[src/rtl/legv8_ctrl_pkg.sv]
// Shared encodings for the LEGv8 multi-cycle controller: states, instruction
// classes, datapath mux/ALU codes, opcode patterns and the control bundle.
package legv8_ctrl_pkg;

  localparam int unsigned OP_W = 11;

  typedef enum logic [2:0] {
    ST_FETCH  = 3'd0,
    ST_DECODE = 3'd1,
    ST_EXEC   = 3'd2,
    ST_MEM    = 3'd3,
    ST_WB     = 3'd4,
    ST_BRANCH = 3'd5,
    ST_FAULT  = 3'd6
  } state_e;

  typedef enum logic [2:0] {
    CLS_NONE = 3'd0,
    CLS_R    = 3'd1,
    CLS_I    = 3'd2,
    CLS_LDUR = 3'd3,
    CLS_STUR = 3'd4,
    CLS_CBZ  = 3'd5,
    CLS_CBNZ = 3'd6,
    CLS_B    = 3'd7
  } cls_e;

  localparam logic [1:0] ALUOP_ADD   = 2'b00;
  localparam logic [1:0] ALUOP_PASSB = 2'b01;
  localparam logic [1:0] ALUOP_FUNCT = 2'b10;

  localparam logic [1:0] SRCB_REG  = 2'b00;
  localparam logic [1:0] SRCB_FOUR = 2'b01;
  localparam logic [1:0] SRCB_IMM  = 2'b10;

  localparam logic [1:0] PCSRC_ALU = 2'b00;
  localparam logic [1:0] PCSRC_BR  = 2'b01;

  // Pattern/mask pairs: a mask bit of 0 marks a don't-care opcode bit.
  localparam logic [OP_W-1:0] OP_ADD   = 11'b10001011000;
  localparam logic [OP_W-1:0] OP_SUB   = 11'b11001011000;
  localparam logic [OP_W-1:0] OP_AND   = 11'b10001010000;
  localparam logic [OP_W-1:0] OP_ORR   = 11'b10101010000;
  localparam logic [OP_W-1:0] OP_ADDI  = 11'b10010001000;
  localparam logic [OP_W-1:0] OP_SUBI  = 11'b11010001000;
  localparam logic [OP_W-1:0] OP_LDUR  = 11'b11111000010;
  localparam logic [OP_W-1:0] OP_STUR  = 11'b11111000000;
  localparam logic [OP_W-1:0] OP_CBZ   = 11'b10110100000;
  localparam logic [OP_W-1:0] OP_CBNZ  = 11'b10110101000;
  localparam logic [OP_W-1:0] OP_B     = 11'b00010100000;

  localparam logic [OP_W-1:0] MASK_FULL = 11'b11111111111;
  localparam logic [OP_W-1:0] MASK_IMM  = 11'b11111111110;
  localparam logic [OP_W-1:0] MASK_CB   = 11'b11111111000;
  localparam logic [OP_W-1:0] MASK_B    = 11'b11111100000;

  typedef struct packed {
    logic       pc_write;
    logic       ir_write;
    logic       mem_read;
    logic       mem_write;
    logic       reg_write;
    logic       reg2loc;
    logic       alu_src_a;
    logic       mem_to_reg;
    logic       fault;
    logic [1:0] alu_src_b;
    logic [1:0] pc_src;
    logic [1:0] alu_op;
  } ctrl_t;

  function automatic logic op_match(input logic [OP_W-1:0] op,
                                    input logic [OP_W-1:0] pat,
                                    input logic [OP_W-1:0] mask);
    return ((op ^ pat) & mask) == '0;
  endfunction

endpackage

[src/rtl/opcode_class_decode.sv]
// Combinational classifier: maps the top 11 opcode bits to an instruction class.
module opcode_class_decode
  import legv8_ctrl_pkg::*;
#(
  parameter int unsigned OPW = 11
) (
  input  logic [OPW-1:0] opcode,
  output cls_e           cls_c
);

  logic [OP_W-1:0] op;

  assign op = opcode[OPW-1 -: OP_W];

  always_comb begin
    cls_c = CLS_NONE;
    if (op_match(op, OP_ADD, MASK_FULL) || op_match(op, OP_SUB, MASK_FULL) ||
        op_match(op, OP_AND, MASK_FULL) || op_match(op, OP_ORR, MASK_FULL)) begin
      cls_c = CLS_R;
    end else if (op_match(op, OP_ADDI, MASK_IMM) || op_match(op, OP_SUBI, MASK_IMM)) begin
      cls_c = CLS_I;
    end else if (op_match(op, OP_LDUR, MASK_FULL)) begin
      cls_c = CLS_LDUR;
    end else if (op_match(op, OP_STUR, MASK_FULL)) begin
      cls_c = CLS_STUR;
    end else if (op_match(op, OP_CBZ, MASK_CB)) begin
      cls_c = CLS_CBZ;
    end else if (op_match(op, OP_CBNZ, MASK_CB)) begin
      cls_c = CLS_CBNZ;
    end else if (op_match(op, OP_B, MASK_B)) begin
      cls_c = CLS_B;
    end
  end

endmodule

[src/rtl/multi_cycle_control.sv]
// LEGv8 multi-cycle control FSM with memory-wait timeout and sticky fault.
module multi_cycle_control
  import legv8_ctrl_pkg::*;
#(
  parameter int unsigned OPW     = 11,
  parameter int unsigned TIMEOUT = 15
) (
  input  logic           CLK,
  input  logic           Reset_L,
  input  logic [OPW-1:0] Opcode,
  input  logic           Zero,
  input  logic           MemReady,
  output logic           PCWrite,
  output logic           IRWrite,
  output logic           MemRead,
  output logic           MemWrite,
  output logic           RegWrite,
  output logic           Reg2Loc,
  output logic           ALUSrcA,
  output logic           MemToReg,
  output logic           Fault,
  output logic [1:0]     ALUSrcB,
  output logic [1:0]     PCSrc,
  output logic [1:0]     ALUOp,
  output logic [2:0]     State
);

  localparam int unsigned CNT_W = (TIMEOUT > 0) ? $clog2(TIMEOUT + 1) : 1;

  state_e           state_q, state_d;
  cls_e             cls_q, cls_d, dec_cls_c;
  logic [CNT_W-1:0] cnt_q, cnt_d;
  logic             timeout_c;
  ctrl_t            ctrl_c;

  opcode_class_decode #(.OPW(OPW)) u_decode (
    .opcode (Opcode),
    .cls_c  (dec_cls_c)
  );

  always_ff @(posedge CLK or negedge Reset_L) begin
    if (!Reset_L) begin
      state_q <= ST_FETCH;
      cls_q   <= CLS_NONE;
      cnt_q   <= '0;
    end else begin
      state_q <= state_d;
      cls_q   <= cls_d;
      cnt_q   <= cnt_d;
    end
  end

  // This waiting cycle is the TIMEOUT-th one; MemReady is checked first so ready wins.
  assign timeout_c = (TIMEOUT != 0) && (cnt_q == CNT_W'(TIMEOUT - 1));

  always_comb begin
    state_d = state_q;
    cls_d   = cls_q;
    cnt_d   = '0;
    ctrl_c  = '0;
    case (state_q)
      ST_FETCH: begin
        ctrl_c.mem_read  = 1'b1;
        ctrl_c.alu_src_b = SRCB_FOUR;
        if (MemReady) begin
          ctrl_c.ir_write = 1'b1;
          ctrl_c.pc_write = 1'b1;
          state_d         = ST_DECODE;
        end else if (timeout_c) begin
          state_d = ST_FAULT;
        end else begin
          cnt_d = cnt_q + CNT_W'(1);
        end
      end
      ST_DECODE: begin
        cls_d = dec_cls_c;
        case (dec_cls_c)
          CLS_R, CLS_I, CLS_LDUR, CLS_STUR: state_d = ST_EXEC;
          CLS_CBZ, CLS_CBNZ, CLS_B:         state_d = ST_BRANCH;
          default:                          state_d = ST_FAULT;
        endcase
      end
      ST_EXEC: begin
        ctrl_c.alu_src_a = 1'b1;
        case (cls_q)
          CLS_R: begin
            ctrl_c.alu_src_b = SRCB_REG;
            ctrl_c.alu_op    = ALUOP_FUNCT;
            state_d          = ST_WB;
          end
          CLS_I: begin
            ctrl_c.alu_src_b = SRCB_IMM;
            ctrl_c.alu_op    = ALUOP_FUNCT;
            state_d          = ST_WB;
          end
          CLS_LDUR, CLS_STUR: begin
            ctrl_c.alu_src_b = SRCB_IMM;
            ctrl_c.alu_op    = ALUOP_ADD;
            state_d          = ST_MEM;
          end
          default: state_d = ST_FAULT;
        endcase
      end
      ST_MEM: begin
        if (cls_q == CLS_LDUR) begin
          ctrl_c.mem_read = 1'b1;
        end else if (cls_q == CLS_STUR) begin
          ctrl_c.mem_write = 1'b1;
          ctrl_c.reg2loc   = 1'b1;
        end
        if ((cls_q != CLS_LDUR) && (cls_q != CLS_STUR)) begin
          state_d = ST_FAULT;
        end else if (MemReady) begin
          state_d = (cls_q == CLS_LDUR) ? ST_WB : ST_FETCH;
        end else if (timeout_c) begin
          state_d = ST_FAULT;
        end else begin
          cnt_d = cnt_q + CNT_W'(1);
        end
      end
      ST_WB: begin
        ctrl_c.reg_write  = 1'b1;
        ctrl_c.mem_to_reg = (cls_q == CLS_LDUR);
        state_d           = ST_FETCH;
      end
      ST_BRANCH: begin
        ctrl_c.reg2loc = 1'b1;
        ctrl_c.alu_op  = ALUOP_PASSB;
        ctrl_c.pc_src  = PCSRC_BR;
        case (cls_q)
          CLS_CBZ:  ctrl_c.pc_write = Zero;
          CLS_CBNZ: ctrl_c.pc_write = ~Zero;
          CLS_B:    ctrl_c.pc_write = 1'b1;
          default:  ctrl_c.pc_write = 1'b0;
        endcase
        state_d = ST_FETCH;
      end
      default: begin
        ctrl_c.fault = 1'b1;
        state_d      = ST_FAULT;
      end
    endcase
    // Outputs decode from state plus live inputs, so reset must mask them directly.
    if (!Reset_L) begin
      ctrl_c = '0;
    end
  end

  assign PCWrite  = ctrl_c.pc_write;
  assign IRWrite  = ctrl_c.ir_write;
  assign MemRead  = ctrl_c.mem_read;
  assign MemWrite = ctrl_c.mem_write;
  assign RegWrite = ctrl_c.reg_write;
  assign Reg2Loc  = ctrl_c.reg2loc;
  assign ALUSrcA  = ctrl_c.alu_src_a;
  assign MemToReg = ctrl_c.mem_to_reg;
  assign Fault    = ctrl_c.fault;
  assign ALUSrcB  = ctrl_c.alu_src_b;
  assign PCSrc    = ctrl_c.pc_src;
  assign ALUOp    = ctrl_c.alu_op;
  assign State    = state_q;

endmodule

[config.mk]
export PLATFORM = sky130hd
export DESIGN_NAME = multi_cycle_control
export DESIGN_NICKNAME = d
export VERILOG_FILES = /design/src/rtl/legv8_ctrl_pkg.sv /design/src/rtl/opcode_class_decode.sv /design/src/rtl/multi_cycle_control.sv
export SDC_FILE = /design/constraint.sdc
export NUM_CORES = 1
export LEC_CHECK = 0
export ABC_AREA = 1
export BUFFER_PORTS_ARGS = -buffer_cell sky130_fd_sc_hd__buf_2
export CORE_MARGIN = 5
export CORE_UTILIZATION = 49
export DETAILED_ROUTE_END_ITERATION = 6
export PLACE_DENSITY = 0.88
export SLEW_MARGIN = 40
export SYNTH_ARGS = -nofsm -noshare
export SYNTH_HDL_FRONTEND = slang
export SYNTH_HIERARCHICAL = 1
export SYNTH_SLANG_ARGS = --single-unit
[constraint.sdc]
create_clock -name CLK -period 1.6 [get_ports CLK]
set_clock_uncertainty 0.05 [all_clocks]
set_input_delay 0.32 -clock CLK [delete_from_list [all_inputs] [get_ports CLK]]
set_output_delay 0.32 -clock CLK [all_outputs]
set_load 0.01 [all_outputs]
Yosys cells after proc, flatten, opt, wreduce, memory -nomap -nowiden
Cells that the tools add are included.
{"block": "word_totals", "output_inout_bits": 18, "register_bits": 10, "elab_cells": 101}
{"block": "classes", "reduce_logical": 24, "eq_ne": 22, "n_bitwise": 12, "add_sub_neg": 1, "mux": 39}
{"cell": "11-bit logical NOT", "n": 11}
{"cell": "3-bit two-way mux", "n": 12}
{"cell": "3-bit equality test (second input constant)", "n": 10}
{"cell": "3-bit by 2-bit equality test with 1-bit output (second input constant)", "n": 6}
{"cell": "4-bit inverter", "n": 4}
{"cell": "15-bit two-way mux", "n": 1}
{"cell": "5-bit inverter", "n": 3}
{"cell": "3-bit case mux with 5 select lines", "n": 1}
{"cell": "4-bit two-way mux", "n": 3}
{"cell": "3-bit case mux with 2 select lines", "n": 2}
{"cell": "1-bit two-way mux", "n": 10}
{"cell": "3-bit by 1-bit equality test with 1-bit output (second input constant)", "n": 3}
{"cell": "2-bit case mux with 2 select lines", "n": 2}
{"cell": "4-bit case mux with 2 select lines", "n": 1}
{"cell": "2-bit two-way mux", "n": 3}
{"cell": "3-bit inverter", "n": 2}
{"cell": "6-bit inverter", "n": 1}
{"cell": "1-bit case mux with 2 select lines", "n": 3}
{"cell": "2-bit OR reduction", "n": 3}
{"cell": "3-bit OR reduction", "n": 2}
{"cell": "6-bit OR reduction", "n": 1}
{"cell": "4-bit by 1-bit adder with 4-bit output (second input constant)", "n": 1}
{"cell": "4-bit equality test (second input constant)", "n": 1}
{"cell": "1-bit logical OR", "n": 4}
{"cell": "8 further kinds", "n": 8}

Longest topological paths before layout
Gate-level depths: netlist of the first run.
{"block": "logic_depth", "ltp_word": 13, "depth_mapped": 13, "ltp_nobuf": 13}

By module
Netlist of the first run, hierarchy kept.
{"module": "multi_cycle_control", "cells_each": 103, "seq_area_each_um2": 250.2, "instances": 1, "area_each_um2": 747.0}
{"module": "opcode_class_decode", "cells_each": 54, "seq_area_each_um2": 0.0, "instances": 1, "area_each_um2": 236.5}

Worst setup path before layout of the first run
Ideal clock, no wire load.
{"block": "synth_path", "kind": "register to output", "startpoint": "reg state_q[2] (netlist: State[2])", "endpoint": "out ALUSrcB[1]", "path_stages_with_launch": 4, "arrival_time_ns": 1.118, "path_slack_ns": 0.112, "t_required_ns": 1.230, "path_cell_list": "dfrtp_1 > nor3_2 > inv_2 > a211oi_1"}
{"block": "synth_via", "elab_chain_len": 3}
{"element": "start, declared", "line": "multi_cycle_control.sv:30", "text": "state_e state_q, state_d;"}
{"element": "start signal, assigned", "line": "multi_cycle_control.sv:47", "text": "state_q <= state_d;"}
{"element": "3-bit by 2-bit equality test with 1-bit output or 3-bit logical NOT (tied branches)", "line": "multi_cycle_control.sv:61", "text": "case (state_q)"}
{"element": "2-bit case mux with 2 select lines *", "line": "multi_cycle_control.sv:61"}
{"element": "15-bit two-way mux *", "line": "multi_cycle_control.sv:144", "text": "if (!Reset_L) begin"}
{"element": "end, declared", "line": "multi_cycle_control.sv:22", "text": "output logic [1:0] ALUSrcB,"}
Every way passes the cells marked *; elsewhere a longest branch is shown, timed or not.

Final worst setup path of the first run
{"block": "layout_path", "startpoint": "reg state_q[1] (netlist: State[1])", "endpoint": "out ALUSrcB[1]"}
The elaborated chain is that of the path after synthesis.

==> run summary, run 1 <==
Post-Syn Area -> 983.4 µm²
Num CTS Buffers -> 3
Initial antenna violation count -> 0
Final net count -> 237
Slowest-stage cell, CP -> dfrtp_1
Layout Utilization -> 0.7816
Area Growth Syn to Fin -> 54.33%
Register area share after synthesis -> 0.2545
DR iter-0 viols -> 58
WS Path Type -> flip-flop to output pin
Setup TNS -> -1.817 ns
Routability congestion estimate -> 0.8396
Mean Syn Cell Area -> 6.264 µm²
Total routed wirelength -> 4.121 mm
Residual DRC -> 0
Length of the first detailed-routing pass in iterations -> 4
Top cell family by delay on the critical path -> flip-flops
Max Fanout on Critical Path -> 4
Fin. max-slew vios -> 0
Mapped Nets -> 174
Top post-synthesis cells by area -> dfrtp_1 25%, nand2_1 13%, nor2_1 11%
Via count -> 1,364
Die Y-Extent -> 54.80 µm
Total Power -> 568.6 µW
Worst hold start -> MemReady
Cell variety after synth -> 28
Commonest register cell after synthesis -> dfrtp_1
Initial core utilization -> 0.5064
Post-synth EDFFs -> 0
Worst setup margin -> -0.2357 ns
Die area -> 3003 µm²
Flops & latches, synth -> 10
Layout fillers -> 123
Period utilization -> 1.147
CP bufs+invs -> 3
I/O pins -> 33
Count leader, synth -> nand2_1
Largest net degree at the start of global routing -> 9
HPWL Detailed -> 2.082 mm
Ant diodes -> 0
Crit-path cells -> inv_4 > nor3_4 > inv_2 > a211oi_2 > buf_2
CTS tree -> yes
Clock sinks -> 10
Post-synth top area share -> 0.2545
Yosys warns -> 6
Core Box Area -> 1942 µm²
Required time of the worst setup path -> 1.23 ns
Cell leakage power -> 0.8038 nW
Max Cap Viol -> 0
Tmin final -> 1.836 ns
Post-synth top cells -> 33 x nand2_1, 30 x nor2_1, 16 x inv_1, 16 x nand3_1, 10 x dfrtp_1
Vias per cell -> 5.545
Vias in the first global route -> 1,195
Fin cells -> 246
Hold crit path type -> primary input to flip-flop
First-pass GRT wire length -> 5.140 mm
Die Width -> 54.80 µm
Clock slew at reported path FFs -> 0.08 ns
Share of layout cells above drive strength 1 -> 0.4703
Area leader, netlist -> dfrtp_1
Slowest stage delay, CP -> 0.47 ns
Violated checks -> setup timing
Buffers on Ports -> 31
FMAX -> 544.7 MHz
Row cnt -> 16
Cell Pwr Density -> 374.6 nW/µm²
Design Area, Final -> 1518 µm²
Root buf cell -> clkbuf_4
Status -> complete, but fails checks
Antenna viol nets, final -> 0
Placed insts -> 217
Final hold vios -> 0
Crit. End Element -> output pin
Worst Setup SP -> State[1]
Drt wl/cell -> 16.75 µm
H-tree depth -> 1
Clock Path Buffers -> 2
Max IR drop VDD -> 278.3 µV
Placed Area -> 1187 µm²
CP Launch Type -> flip-flop
Final setup violation count -> 14
Unrepaired setup endpoints after global routing -> yes
WP data arrival -> 1.47 ns
FF-to-FF Start -> State[1]
Cells after Synth -> 157
Post-synth ARST share -> 1.000
Total GRT Usage -> 0.2334
GR Overflow Total -> 0
Latest clock arrival within the worst-skew pair -> 0.26 ns
==> cells by family (layout without fill, tap and decap cells) <==
group / count (synthesis) / count (layout) / share of synthesized area
other: 1 / 1 / 0.003813
XOR/XNOR: 2 / 2 / 0.01781
adder cells (fa/ha/maj): 2 / 2 / 0.02544
multiplexers: 1 / 1 / 0.01145
AO/OA/AOI/OAI: 11 / 11 / 0.06488
AND/OR/NAND/NOR: 106 / 106 / 0.5229
buffers and inverters: 24 / 86 / 0.09923
flip-flops: 10 / 10 / 0.2545
==> where the power goes <==
group          internal [mW]  switching, mW
Clock                  0.138         0.0880
Combinational         0.0314         0.0587
Sequential             0.253              0
Total                  0.422          0.147
==> tightest hold or removal path, delay by kind of cell <==
| kind | cells | cell delay, ns |
|---|---|---|
| simple gates | 2 | 0.15 |
| buf+inv | 1 | 0.13 |
| compound gates | 1 | 0.07 |
==> worst paths after layout <==
| check | endpoint | slack, ns | depth (start not counted) |
|---|---|---|---|
| min | State[2] | 0.41 | 4 |
| min in group asynchronous | cls_q[0] | 0.42 | 2 |
| max | ALUSrcB[1] | -0.24 | 5 |
| max in group asynchronous | State[0] | 0.61 | 3 |
| max reg2reg | State[1] | 0.08 | 7 |
| min reg2reg | cnt_q[0] | 0.44 | 1 |
==> through the flow <==
stage / worst slack [ns] / hold slack [ns]
3_5_place_dp: -0.01056 / 0.09712
5_1_grt: -0.2932 / 0.4202
6_report: -0.2357 / 0.4143
4_1_cts: -0.08791 / 0.3712
2_1_floorplan: 0.1125 / -0.02559
3_3_place_gp: 0.01270 / 0.09295
==> cell type report <==
type,count,area [µm²],area share
clock buffer,4,36.28,0.02391
inverter,22,90.09,0.05936
multi-input combinational,123,711.9,0.4691
sequential,10,256.5,0.1690
tap,27,33.78,0.02226
timing repair buffer,60,389.1,0.2564
==> placed cells by master (no fill, tap or decap) <==
master | netlist | layout
a211oi_2 | 0 | 1
a21oi_1 | 2 | 2
buf_2 | 0 | 31
buf_4 | 2 | 24
buf_6 | 0 | 3
clkbuf_4 | 0 | 3
clkbuf_8 | 0 | 1
conb_1 | 1 | 1
dfrtp_1 | 10 | 5
dfrtp_2 | 0 | 5
dlygate4sd3_1 | 0 | 2
ha_1 | 2 | 2
inv_1 | 16 | 14
inv_2 | 6 | 5
inv_4 | 0 | 3
mux2_1 | 1 | 1
nand2_1 | 33 | 30
nand2_2 | 8 | 9
nand2_4 | 0 | 2
nand3_1 | 16 | 15
nand3_2 | 2 | 1
nand3_4 | 1 | 3
nand3b_1 | 1 | 1
nand4_1 | 3 | 3
nand4_2 | 1 | 1
nor2_1 | 30 | 29
nor2_2 | 4 | 4
nor2_4 | 1 | 2
nor3_1 | 5 | 3
nor3_2 | 1 | 2
nor3_4 | 0 | 1
o2111ai_2 | 0 | 1
o21ai_1 | 4 | 4
o21ai_2 | 0 | 1
o22ai_1 | 2 | 2
xnor2_1 | 1 | 1
xor2_1 | 1 | 1
==> routing by layer <==
layer	GRT usage	vias to the layer above	routed length, µm
met2	0.4350	87	2037
met3	0.005450	24	344
li1	-	625	-
met5	0	-	0
met4	0.1286	0	189
met1	0.2629	628	1549
==> state kept, by name, indices dropped and copies added (netlist names) <==
register,cells
cls_q,3
State,3
cnt_q,4
==> timing repair <==
item / 4_1_cts / 5_1_grt
hold buffers: 2 / 0
resized for setup: 16 / 14
setup buffers: 11 / 12
setup endpoints to repair: 9 / 10
hold endpoints to repair: 3 / 0
pin swaps: 5 / 4
No activity file was read; power rests on OpenSTA's default activity.
==> run 2: changes to the inputs <==
- MAX_ROUTING_LAYER: unset -> met4
==> run 2 against run 1 <==
Net effect: worst hold slack got worse by 0.015 ns; sequential share of layout area unchanged; via count increased by 0.81%; critical path type unchanged; the flow still finishes with violations (setup timing); non-clock buffer count unchanged; cell count unchanged.
==> run summary, run 2 (synthesized netlist as in run 1, its figures left out) <==
Status -> complete, but fails checks (unchanged)
Violated checks -> setup timing (unchanged)
Residual DRC -> 0 (unchanged)
Worst setup margin -> -0.2282 ns (was -0.2357 ns)
Area Growth Syn to Fin -> 54.33% (unchanged)
Cell leakage power -> 0.8038 nW (unchanged)
Reg2reg end -> State[1] (unchanged)
Final setup violation count -> 14 (unchanged)
Crit. End Element -> output pin (unchanged)
Required time of the worst setup path -> 1.23 ns (about the same)
FF-to-FF Start -> State[1] (unchanged)
Die Width -> 54.80 µm (unchanged)
Max IR drop VDD -> 278.3 µV (about the same)
Placed insts -> 217 (unchanged)
Die area -> 3003 µm² (unchanged)
Total Power -> 567.9 µW (was 568.6 µW)
Max Fanout on Critical Path -> 4 (unchanged)
Period utilization -> 1.143 (was 1.147)
CTS tree -> yes (unchanged)
DR iter-0 viols -> 48 (was 58)
Worst hold start -> MemReady (unchanged)
Max FFs per register -> 4 (unchanged)
R2R Setup Slk -> 0.08 ns (about the same)
Max Cap Viol -> 0 (unchanged)
GR Overflow Total -> 0 (unchanged)
Layout fillers -> 123 (unchanged)
Final net count -> 237 (unchanged)
Pre-CTS WS -> -0.01056 ns (unchanged)
Die Y-Extent -> 54.80 µm (unchanged)
Initial core utilization -> 0.5064 (unchanged)
CP Launch Type -> flip-flop (unchanged)
H-tree depth -> 1 (unchanged)
HPWL Detailed -> 2.082 mm (unchanged)
Core Box Area -> 1942 µm² (unchanged)
Antenna viol nets, final -> 0 (unchanged)
Hold Path End -> State[2] (unchanged)
Total GRT Usage -> 0.2405 (was 0.2334)
Initial antenna violation count -> 0 (unchanged)
Unrepaired setup endpoints after global routing -> yes (unchanged)
Via count -> 1,375 (was 1,364)
WP data arrival -> 1.46 ns (was 1.47 ns)
Sequential cell area -> 256.5 µm² (unchanged)
Vias in the first global route -> 1,194 (was 1,195)
Fin. max-slew vios -> 0 (unchanged)
Commonest non-fill, non-tap cell in the layout -> buf_2 (unchanged)
Routability congestion estimate -> 0.8526 (was 0.8396)
Latest clock arrival within the worst-skew pair -> 0.26 ns (about the same)
Fin cells -> 246 (unchanged)
Buffers on Ports -> 31 (unchanged)
Clock sinks -> 10 (unchanged)
Drt wl/cell -> 16.92 µm (was 16.75 µm)
Length of the first detailed-routing pass in iterations -> 4 (unchanged)
Multi-input logic area -> 711.9 µm² (unchanged)
Largest net degree at the start of global routing -> 9 (unchanged)
WS Path Type -> flip-flop to output pin (unchanged)
Clock slew at reported path FFs -> 0.07 ns (was 0.08 ns)
Most frequent cells in the layout -> 31 x buf_2, 30 x nand2_1, 29 x nor2_1, 24 x buf_4, 15 x nand3_1 (unchanged)
Ant diodes -> 0 (unchanged)
Total routed wirelength -> 4.162 mm (was 4.121 mm)
First-pass GRT wire length -> 5.154 mm (was 5.140 mm)
Row cnt -> 16 (unchanged)
Final hold vios -> 0 (unchanged)
FMAX -> 547.0 MHz (was 544.7 MHz)
Hold crit path type -> primary input to flip-flop (unchanged)
Clock Path Buffers -> 2 (unchanged)
Top reg by flops -> cnt_q (unchanged)
Root buf cell -> clkbuf_4 (unchanged)
Cell Pwr Density -> 374.2 nW/µm² (was 374.6 nW/µm²)
Worst reg-to-reg path cell count -> 7 (unchanged)
I/O pins -> 33 (unchanged)
Hold depth -> 4 (unchanged)
Num CTS Buffers -> 3 (unchanged)
Tmin final -> 1.828 ns (was 1.836 ns)
Share of layout cells above drive strength 1 -> 0.4703 (unchanged)
Vias per cell -> 5.589 (was 5.545)
[run 2: power breakdown]
group / switching (mW) / internal, mW
Clock: 0.0870 / 0.138
Combinational: 0.0591 / 0.0314
Sequential: 0 / 0.253
Total: 0.146 / 0.422
[run 2: worst max-delay path: stages (launching register included)]
cell and delay, ns:
dfrtp_1 0.47, inv_4 0.10, nor3_4 0.15, inv_2 0.09, a211oi_2 0.19, buf_2 0.18
[run 2: repair_timing]
action	CTS	global route
setup endpoints to repair	9	10
hold endpoints to repair	3	0
resized for setup	16	14
setup buffers	11	12
pin swaps	5	4
hold buffers	2	0
[run 2: final cells by class]
cell class,instances,share of cell area
inverters,22,0.05936
multi-input cells,123,0.4691
repair buffers,60,0.2564
clock buffers,4,0.02391
well taps,27,0.02226
flip-flops and latches,10,0.1690
[run 2: worst max path at each step]
| stage | start | to | slack (ns) |
|---|---|---|---|
| after floorplan | State[2] | ALUSrcB[1] | 0.11 |
| final | State[1] | ALUSrcB[1] | -0.23 |
| after detailed placement | Opcode[8] | State[2] | -0.01 |
| after CTS | State[1] | PCWrite | -0.09 |
| after global routing | State[1] | ALUSrcB[1] | -0.28 |
| after global placement | Opcode[5] | State[2] | 0.01 |
[run 2: through the flow]
stage	hold WS [ns]	TNS, ns	cell area [µm²]	util
6_report	0.3994	-1.724	1518	0.7816
5_1_grt	0.4235	-2.088	1518	0.7816
4_1_cts	0.3712	-0.4125	1376	0.7088
3_5_place_dp	0.09712	-0.01056	1187	0.6115
3_3_place_gp	0.09295	0	1187	0.6115
2_1_floorplan	-0.02559	0	983.4	-
[run 2: layer usage]
metal  global-route usage  routed length, µm
met1               0.2662               1531
met2               0.4350               2038
met3             0.002725                365
met4               0.1286                227
met5                    -                  0
==> run 3: changes to the inputs <==
==> constraint.sdc (replaced) <==
create_clock -name CLK -period 1.6 [get_ports CLK]
set_clock_uncertainty 0.05 [all_clocks]
set_input_delay 0.08 -clock CLK [delete_from_list [all_inputs] [get_ports CLK]]
set_output_delay 0.08 -clock CLK [all_outputs]
set_load 0.01 [all_outputs]
==> run 3 against run 2 <==
Net effect: the run now ends clean; global-route usage shrank 5.4 points; worst hold slack worse by 0.28 ns; count of clock-buffer cells in the layout did not move; sequential share of layout area increased by 3.8 points; via count shrank 17%; wire length down 41%; setup slack improved by 0.29 ns; sequential cell count stayed put; final area down 19%; critical endpoint unchanged; largest power group unchanged.
==> run summary, run 3 (synthesized netlist as in run 1, its figures left out) <==
Share of layout cells above drive strength 1 -> 0.3246 (was 0.4703)
Vias per cell -> 5.252 (was 5.589)
Hold crit path type -> primary input to flip-flop (unchanged)
Top reg by flops -> cnt_q (unchanged)
Total Power -> 559.7 µW (was 567.9 µW)
Final hold vios -> 0 (unchanged)
Die Width -> 54.80 µm (unchanged)
Max Cap Viol -> 0 (unchanged)
Commonest non-fill, non-tap cell in the layout -> nand2_1 (was buf_2)
Total GRT Usage -> 0.1870 (was 0.2405)
DR iter-0 viols -> 20 (was 48)
Latest clock arrival within the worst-skew pair -> 0.26 ns (about the same)
Row cnt -> 16 (unchanged)
Layout fillers -> 174 (was 123)
Most frequent cells in the layout -> 33 x nand2_1, 31 x buf_2, 30 x nor2_1, 16 x inv_1, 16 x nand3_1 (was 31 x buf_2, 30 x nand2_1, 29 x nor2_1, 24 x buf_4, 15 x nand3_1)
Routability congestion estimate -> 0.8399 (was 0.8526)
Final net count -> 209 (was 237)
Clock Path Buffers -> 2 (unchanged)
Setup TNS -> 0 ns (was -1.724 ns)
Ant diodes -> 0 (unchanged)
Setup Buffers After CTS -> 0 (was 11)
GR Overflow Total -> 0 (unchanged)
Final setup violation count -> 0 (was 14)
I/O pins -> 33 (unchanged)
Period utilization -> 0.9593 (was 1.143)
HPWL Detailed -> 2.046 mm (was 2.082 mm)
Drt wl/cell -> 11.35 µm (was 16.92 µm)
Crit. End Element -> output pin (unchanged)
H-tree depth -> 1 (unchanged)
Largest net degree at the start of global routing -> 11 (was 9)
First-pass GRT wire length -> 4.064 mm (was 5.154 mm)
Max IR drop VDD -> 358.5 µV (was 278.3 µV)
Worst setup margin -> 0.06512 ns (was -0.2282 ns)
Cell leakage power -> 0.6489 nW (was 0.8038 nW)
Die area -> 3003 µm² (unchanged)
Length of the first detailed-routing pass in iterations -> 4 (unchanged)
Clock slew at reported path FFs -> 0.07 ns (about the same)
Total routed wirelength -> 2.474 mm (was 4.162 mm)
Clock sinks -> 10 (unchanged)
Pre-CTS WS -> 0.1896 ns (was -0.01056 ns)
Core Box Area -> 1942 µm² (unchanged)
CTS tree -> yes (unchanged)
Initial antenna violation count -> 0 (unchanged)
WP data arrival -> 1.40 ns (was 1.46 ns)
Area Growth Syn to Fin -> 24.68% (was 54.33%)
Fin. max-slew vios -> 0 (unchanged)
Via count -> 1,145 (was 1,375)
Buffers on Ports -> 31 (unchanged)
Initial core utilization -> 0.5064 (unchanged)
Status -> finished, final reports clean (was complete, but fails checks)
CP Launch Type -> flip-flop (unchanged)
Vias in the first global route -> 1,032 (was 1,194)
WS Path Type -> flip-flop to output pin (unchanged)
FMAX -> 651.5 MHz (was 547.0 MHz)
Residual DRC -> 0 (unchanged)
Max FFs per register -> 4 (unchanged)
Root buf cell -> clkbuf_4 (unchanged)
Die Y-Extent -> 54.80 µm (unchanged)
Unrepaired setup endpoints after global routing -> no (was yes)
Required time of the worst setup path -> 1.47 ns (was 1.23 ns)
Antenna viol nets, final -> 0 (unchanged)
Tmin final -> 1.535 ns (was 1.828 ns)
Cell Pwr Density -> 456.5 nW/µm² (was 374.2 nW/µm²)
Max Fanout on Critical Path -> 6 (was 4)
Num CTS Buffers -> 3 (unchanged)
[run 3: worst paths after layout]
check	slack [ns]	from	endpoint	cells past startpoint
hold / removal	0.12	MemReady	State[1]	4
min in group asynchronous	0.30	Reset_L	cls_q[2]	2
max in group asynchronous	0.86	Reset_L	State[2]	2
setup reg to reg	0.26	State[1]	cls_q[1]	4
setup / recovery	0.07	State[2]	ALUSrcB[1]	4
hold reg to reg	0.44	cnt_q[0]	cnt_q[0]	1
[run 3: cell type report]
type	count	area (µm²)	share of cell area
multi-input combinational	123	649.4	0.5296
sequential	10	254.0	0.2071
timing repair buffer	32	165.2	0.1347
inverter	22	87.58	0.07143
clock buffer	4	36.28	0.02959
tap	27	33.78	0.02755
[run 3: where the power goes]
group | internal (mW) | switching, mW
Sequential | 0.253 | 0
Combinational | 0.0281 | 0.0531
Clock | 0.138 | 0.0877
Total | 0.419 | 0.141
[run 3: what timing repair did]
item / 4_1_cts / 5_1_grt
hold buffers: 1 / 0
resized for setup: 0 / 7
hold endpoints to repair: 10 / 0
endpoints found under the setup margin: 0 / 6
[run 3: critical path, cell delays in order, from the launching register on]
cell,delay (ns)
dfrtp_2,0.49
nor3_4,0.24
inv_2,0.08
a211oi_1,0.16
buf_2,0.16
[run 3: layer usage]
layer / global-route usage / up-vias / routed length [µm]
li1: - / 575 / -
met4: 0.1120 / 0 / 76
met1: 0.2063 / 496 / 998
met3: 0.008174 / 10 / 220
met5: - / - / 0
met2: 0.3287 / 64 / 1179
[run 3: through the flow]
stage	hold slack (ns)	utilization	cells	instance area [µm²]
finish	0.1172	0.6314	218	1226
global route	0.1331	0.6314	218	1226
CTS	0.1131	0.6198	218	1204
detailed placement	-0.07446	0.5960	213	1157
global placement	-0.08198	0.5960	213	1157
floorplan	-0.2656	-	157	983.4
